File: config.mk
export PLATFORM = sky130hd
export DESIGN_NAME = quad_step_decoder_flat
export DESIGN_NICKNAME = d
export VERILOG_FILES = /design/src/rtl/quad_step_decoder_if.sv /design/src/rtl/quad_step_decoder.sv /design/src/flat_wrapper.sv
export SDC_FILE = /design/constraint.sdc
export NUM_CORES = 1
export LEC_CHECK = 0
export CAP_MARGIN = 20
export CORE_ASPECT_RATIO = 1.25
export CORE_MARGIN = 2
export CORE_UTILIZATION = 52
export CTS_CLUSTER_DIAMETER = 50
export CTS_CLUSTER_SIZE = 30
export DETAILED_ROUTE_END_ITERATION = 10
export HOLD_SLACK_MARGIN = 0.06
export PLACE_DENSITY = 0.79
export SYNTH_ARGS = -nofsm -noshare
export SYNTH_HDL_FRONTEND = slang
export SYNTH_SLANG_ARGS = --single-unit
export TNS_END_PERCENT = 20
File: constraint.sdc
create_clock -name clk -period 2.01 [get_ports clk]
set_input_delay 0.3015 -clock clk [delete_from_list [all_inputs] [get_ports clk]]
set_output_delay 0.3015 -clock clk [all_outputs]
set_load 0.01 [all_outputs]
File: src/rtl/quad_step_decoder_if.sv
// Bundles the quadrature pins, clear and the decoded position/event outputs.
// The master side drives the pins and clear; the slave side is the decoder.
interface quad_step_decoder_if #(
   parameter int WIDTH = 4
);
   logic             enc_a;
   logic             enc_b;
   logic             clear;
   logic [WIDTH-1:0] position;
   logic             dir;
   logic             step;
   logic             wrap;
   logic             err;
   logic             err_sticky;

   modport master (
      output enc_a, enc_b, clear,
      input  position, dir, step, wrap, err, err_sticky
   );

   modport slave (
      input  enc_a, enc_b, clear,
      output position, dir, step, wrap, err, err_sticky
   );
endinterface

File: src/rtl/quad_step_decoder.sv
// Quadrature decoder: synchronises enc_a/enc_b, decodes up/down steps and
// keeps a mod-N position with wrap, single-cycle error and sticky error flags.
module quad_step_decoder #(
   parameter int N           = 10,
   parameter int WIDTH       = 4,
   parameter int SYNC_STAGES = 2
) (
   input  logic               clk,
   input  logic               reset,
   quad_step_decoder_if.slave bus
);
   localparam int               FW       = $clog2(SYNC_STAGES + 1);
   localparam logic [FW-1:0]    FILL_END = FW'(SYNC_STAGES);
   localparam logic [WIDTH-1:0] POS_MAX  = WIDTH'(N - 1);

   logic [SYNC_STAGES-1:0] sync_a;
   logic [SYNC_STAGES-1:0] sync_b;
   logic [1:0]             ab;
   logic [1:0]             prev_ab;
   logic                   primed;
   logic [FW-1:0]          fill;

   logic [WIDTH-1:0] position_q;
   logic             dir_q;
   logic             step_q;
   logic             wrap_q;
   logic             err_q;
   logic             err_sticky_q;

   logic is_up;
   logic is_down;
   logic is_illegal;

   always_ff @(posedge clk or negedge reset) begin
      if (!reset) begin
         sync_a <= '0;
         sync_b <= '0;
      end else begin
         sync_a <= {sync_a[SYNC_STAGES-2:0], bus.enc_a};
         sync_b <= {sync_b[SYNC_STAGES-2:0], bus.enc_b};
      end
   end

   assign ab = {sync_a[SYNC_STAGES-1], sync_b[SYNC_STAGES-1]};

   always_comb begin
      is_up   = 1'b0;
      is_down = 1'b0;
      case ({prev_ab, ab})
         4'b0010, 4'b1011, 4'b1101, 4'b0100: is_up   = 1'b1;
         4'b0001, 4'b0111, 4'b1110, 4'b1000: is_down = 1'b1;
         default: ;
      endcase
      is_illegal = ((prev_ab ^ ab) == 2'b11);
   end

   // Priming waits until the synchroniser holds real pin values, so the
   // reset zeros still in the pipe are never mistaken for a phase change.
   always_ff @(posedge clk or negedge reset) begin
      if (!reset) begin
         prev_ab      <= 2'b00;
         primed       <= 1'b0;
         fill         <= '0;
         position_q   <= '0;
         dir_q        <= 1'b1;
         step_q       <= 1'b0;
         wrap_q       <= 1'b0;
         err_q        <= 1'b0;
         err_sticky_q <= 1'b0;
      end else begin
         step_q <= 1'b0;
         wrap_q <= 1'b0;
         err_q  <= 1'b0;
         if (!primed) begin
            if (fill == FILL_END) begin
               prev_ab <= ab;
               primed  <= 1'b1;
            end else begin
               fill <= fill + 1'b1;
            end
         end else begin
            prev_ab <= ab;
            if (bus.clear) begin
               position_q   <= '0;
               err_sticky_q <= 1'b0;
            end else if (is_up) begin
               step_q <= 1'b1;
               dir_q  <= 1'b1;
               if (position_q == POS_MAX) begin
                  position_q <= '0;
                  wrap_q     <= 1'b1;
               end else begin
                  position_q <= position_q + 1'b1;
               end
            end else if (is_down) begin
               step_q <= 1'b1;
               dir_q  <= 1'b0;
               if (position_q == '0) begin
                  position_q <= POS_MAX;
                  wrap_q     <= 1'b1;
               end else begin
                  position_q <= position_q - 1'b1;
               end
            end else if (is_illegal) begin
               err_q        <= 1'b1;
               err_sticky_q <= 1'b1;
            end
         end
      end
   end

   assign bus.position   = position_q;
   assign bus.dir        = dir_q;
   assign bus.step       = step_q;
   assign bus.wrap       = wrap_q;
   assign bus.err        = err_q;
   assign bus.err_sticky = err_sticky_q;
endmodule
File: src/flat_wrapper.sv
// flat-port wrapper written by rule: the top's interface ports become plain ports
module quad_step_decoder_flat 
#(
   parameter int N           = 10,
   parameter int WIDTH       = 4,
   parameter int SYNC_STAGES = 2
)
  (clk, reset, bus_enc_a, bus_enc_b, bus_clear, bus_position, bus_dir, bus_step, bus_wrap, bus_err, bus_err_sticky);
  quad_step_decoder_if #(.WIDTH(WIDTH)) bus_i ();
  input  logic clk;
  input  logic reset;
  input wire logic [$bits(bus_i.enc_a)-1:0] bus_enc_a;
  input wire logic [$bits(bus_i.enc_b)-1:0] bus_enc_b;
  input wire logic [$bits(bus_i.clear)-1:0] bus_clear;
  output wire logic [$bits(bus_i.position)-1:0] bus_position;
  output wire logic [$bits(bus_i.dir)-1:0] bus_dir;
  output wire logic [$bits(bus_i.step)-1:0] bus_step;
  output wire logic [$bits(bus_i.wrap)-1:0] bus_wrap;
  output wire logic [$bits(bus_i.err)-1:0] bus_err;
  output wire logic [$bits(bus_i.err_sticky)-1:0] bus_err_sticky;
  assign bus_i.enc_a = bus_enc_a;
  assign bus_i.enc_b = bus_enc_b;
  assign bus_i.clear = bus_clear;
  assign bus_position = bus_i.position;
  assign bus_dir = bus_i.dir;
  assign bus_step = bus_i.step;
  assign bus_wrap = bus_i.wrap;
  assign bus_err = bus_i.err;
  assign bus_err_sticky = bus_i.err_sticky;
  quad_step_decoder #(.N(N), .WIDTH(WIDTH), .SYNC_STAGES(SYNC_STAGES)) u_core (.clk(clk), .reset(reset), .bus(bus_i));
endmodule
==> out/results.ini <==
[status]
status = finished clean

[place]
gp_congestion = 0.817
post_dp_cell_area_um2 = 1110
placedCellCount = 117
hpwlAfterDp_mm = 1.38
portBuffers = 13

[logic_synthesis]
synth_seq_cells = 18
synth_ff_type = dfrtp_1
syn_nets = 93
synth_area_leader_cell = dfrtp_1
synth_commonest_cells = dfrtp_1 (17), inv_1 (6), ha_1 (5)
ys.warnings.count = 0
synth_edf_count = 0
syn_area_per_cell_um2 = 11.3
yosysSeqAreaShare = 0.480
yosys-top-cells-area = dfrtp_1 (45%), ha_1 (6.6%), xnor2_1 (3.7%)
netlist_area_um2 = 941
synth_most_common_cell = dfrtp_1
ys_types = 37
async_reset_ff_frac = 1.00
netlist_instances = 83
synth_top_area_share = 0.452

[clock_tree]
clock-root-buffer = clkbuf_4
cts-buffers-inserted = 3
postCtsHoldBufs = 0
post-cts-setup-buffer-count = 0
path_clk_slew_ns = 0.09
htree_levels = 1
clock_sinks = 18
cts_tree = yes
cts_max_path_buffers = 2
insertion_delay_ns = 0.29
ctsResizeCount = 0

[critical_path]
cp.arrival_ns = 2.05
reg2reg_to = u_core.bus.position[3]
max_stage_delay_ns = 0.39
cp_top_family = compound AO/OA/AOI/OAI gates
end_kind = flip-flop
rr_startpoint = u_core.bus.position[1]
path_class = flip-flop to flip-flop
path_max_fanout = 5
cp_num_cells = 7
worstRegToRegCells = 7
endpoint = u_core.bus.position[3]
crit_buf_inv = 1
crit_chain = inv_1 -> ha_1 -> nand2b_1 -> a21oi_1 -> nor2_1 -> a2111oi_2 -> a221o_1
crit_path_start_kind = flip-flop
crit_slowest_cell = dfrtp_1
r2r_slack_ns = 0.19
setup.worst_path.start = u_core.bus.position[1]
critical_path_required_ns = 2.24

[global_route]
grt_usage = 0.193
antenna_found_initial = 0
gr-total-overflow = 0
grt_start_max_net_pins = 19
first_global_vias = 715
grt_pass1_wl_mm = 3.06

[final_layout]
syn_to_final_growth_pct = 22.2
final_area_um2 = 1150
n_antenna_cell = 0
drive_above_1_share = 0.157
fin_util = 0.659
final_nets = 113
final_cells = 121

[floorplanning]
dieArea_um2 = 2170
ios = 14
chipWidth_um = 42.0
die_h_um = 51.6
start_util = 0.539
row_count = 17
coreArea_um2 = 1740

[routing]
wl_per_cell_um = 14.8
vias = 704
dr.pass1.iters = 4
vias_per_cell = 5.82
ant_nets = 0
drtIter0Drc = 16
remaining_drc_errors = 0
wl_mm = 1.79

[timing]
slew_violations = 0
worstMarginPinSlew_ns = 0.558
setup_viol = 0
fin_crit_ns = 1.82
skew_ns = 0.00599
max_freq_mhz = 549
hold_viol_final = 0
post-route-period-util = 0.907
setup-tns-final_ns = 0
relSlewSlack = 0.625
rsz0062_at_grt = false

[worst_hold_path]
holdCritPathClass = primary input to async pin

[pwr]
powerDensity_nw_per_um2 = 872
power_frac_comb = 0.374
peakVddDrop_uv = 534
finalPower_mw = 1.00
leakage_nw = 0.493
switching_share = 0.333
p_switching_uw = 334
clkPwrFrac = 0.180
p_int_uw = 668
power_frac_seq = 0.446

[flow_run]
drv_cap = 0

==> metal layers <==
| layer | up-vias | global-route usage | part of all wire |
|---|---|---|---|
| li1 | 340 | - | - |
| met1 | 345 | 0.209 | 0.39 |
| met2 | 13 | 0.346 | 0.55 |
| met3 | 6 | 0.0104 | 0.027 |
| met4 | 0 | 0.161 | 0.038 |
| met5 | - | 0 | 0 |
==> cell usage in the layout, fill, tap and decap left out, types with 2 or more instances in the layout <==
cell type / netlist / routed
a21oi_1: 2 / 2
a22o_1: 2 / 2
buf_4: 0 / 4
clkbuf_4: 0 / 3
clkdlybuf4s50_1: 0 / 13
dfrtp_1: 17 / 17
ha_1: 5 / 5
inv_1: 6 / 6
mux2_2: 3 / 3
nand2_1: 4 / 4
nand2b_1: 2 / 2
nand3_1: 2 / 2
nor2_1: 3 / 3
nor3_1: 3 / 3
nor3b_1: 2 / 2
o21ai_0: 3 / 3
o31ai_1: 2 / 2
or3_1: 2 / 2
xnor2_1: 4 / 3
==> cells by family after synthesis <==
| kind of cell | share of synthesized area |
|---|---|
| flip-flops | 0.480 |
| AND/OR/NAND/NOR | 0.126 |
| AO/OA/AOI/OAI | 0.186 |
| XOR/XNOR | 0.0545 |
| multiplexers | 0.0465 |
| buffers and inverters | 0.0399 |
| adder cells (fa/ha/maj) | 0.0665 |
==> power groups by stage <==
stage	clock, mW	combinational, mW	sequential [mW]
2_1_floorplan	0	0.201	0.468
3_3_place_gp	0	0.352	0.449
3_5_place_dp	0	0.365	0.451
4_1_cts	0.187	0.367	0.444
5_1_grt	0.205	0.413	0.453
6_report	0.181	0.375	0.447
==> through the flow <==
step / hold WS (ns) / setup slack (ns)
final: 0.320 / 0.187
after global routing: 0.338 / 0.0460
after CTS: 0.324 / 0.0837
after detailed placement: 0.339 / 0.0902
after global placement: 0.337 / 0.209
after floorplan: 0.00591 / 0.229
==> sequential cells by signal, summed over array words and instances, names as in the netlist <==
| signal | flops |
|---|---|
| u_core.bus.dir | 1 |
| u_core.bus.wrap | 1 |
| u_core.bus.err_sticky | 1 |
| u_core.bus.step | 1 |
| u_core.bus.err | 1 |
| u_core.bus.position | 4 |
| u_core.prev_ab | 2 |
| u_core.sync_a | 2 |
| u_core.primed | 1 |
| u_core.fill | 2 |
| u_core.sync_b | 2 |
==> how the worst min path moves through the flow <==
stage                     start                     to  depth (start not counted)
6_report                  reset  u_core.bus.err_sticky                          2
5_1_grt                   reset  u_core.bus.err_sticky                          2
4_1_cts                   reset  u_core.bus.err_sticky                          2
3_5_place_dp   u_core.sync_a[0]       u_core.sync_a[1]                          0
3_3_place_gp   u_core.sync_a[0]       u_core.sync_a[1]                          0
2_1_floorplan             reset         u_core.bus.err                          0
==> layout make-up <==
class	count	area, µm²
Fill cell	141	594
Timing Repair Buffer	17	160
Multi-Input combinational cell	57	465
Clock buffer	4	26.3
Inverter	6	22.5
Tap cell	19	23.8
Sequential cell	18	452
Power figures use the tool's default switching activity.
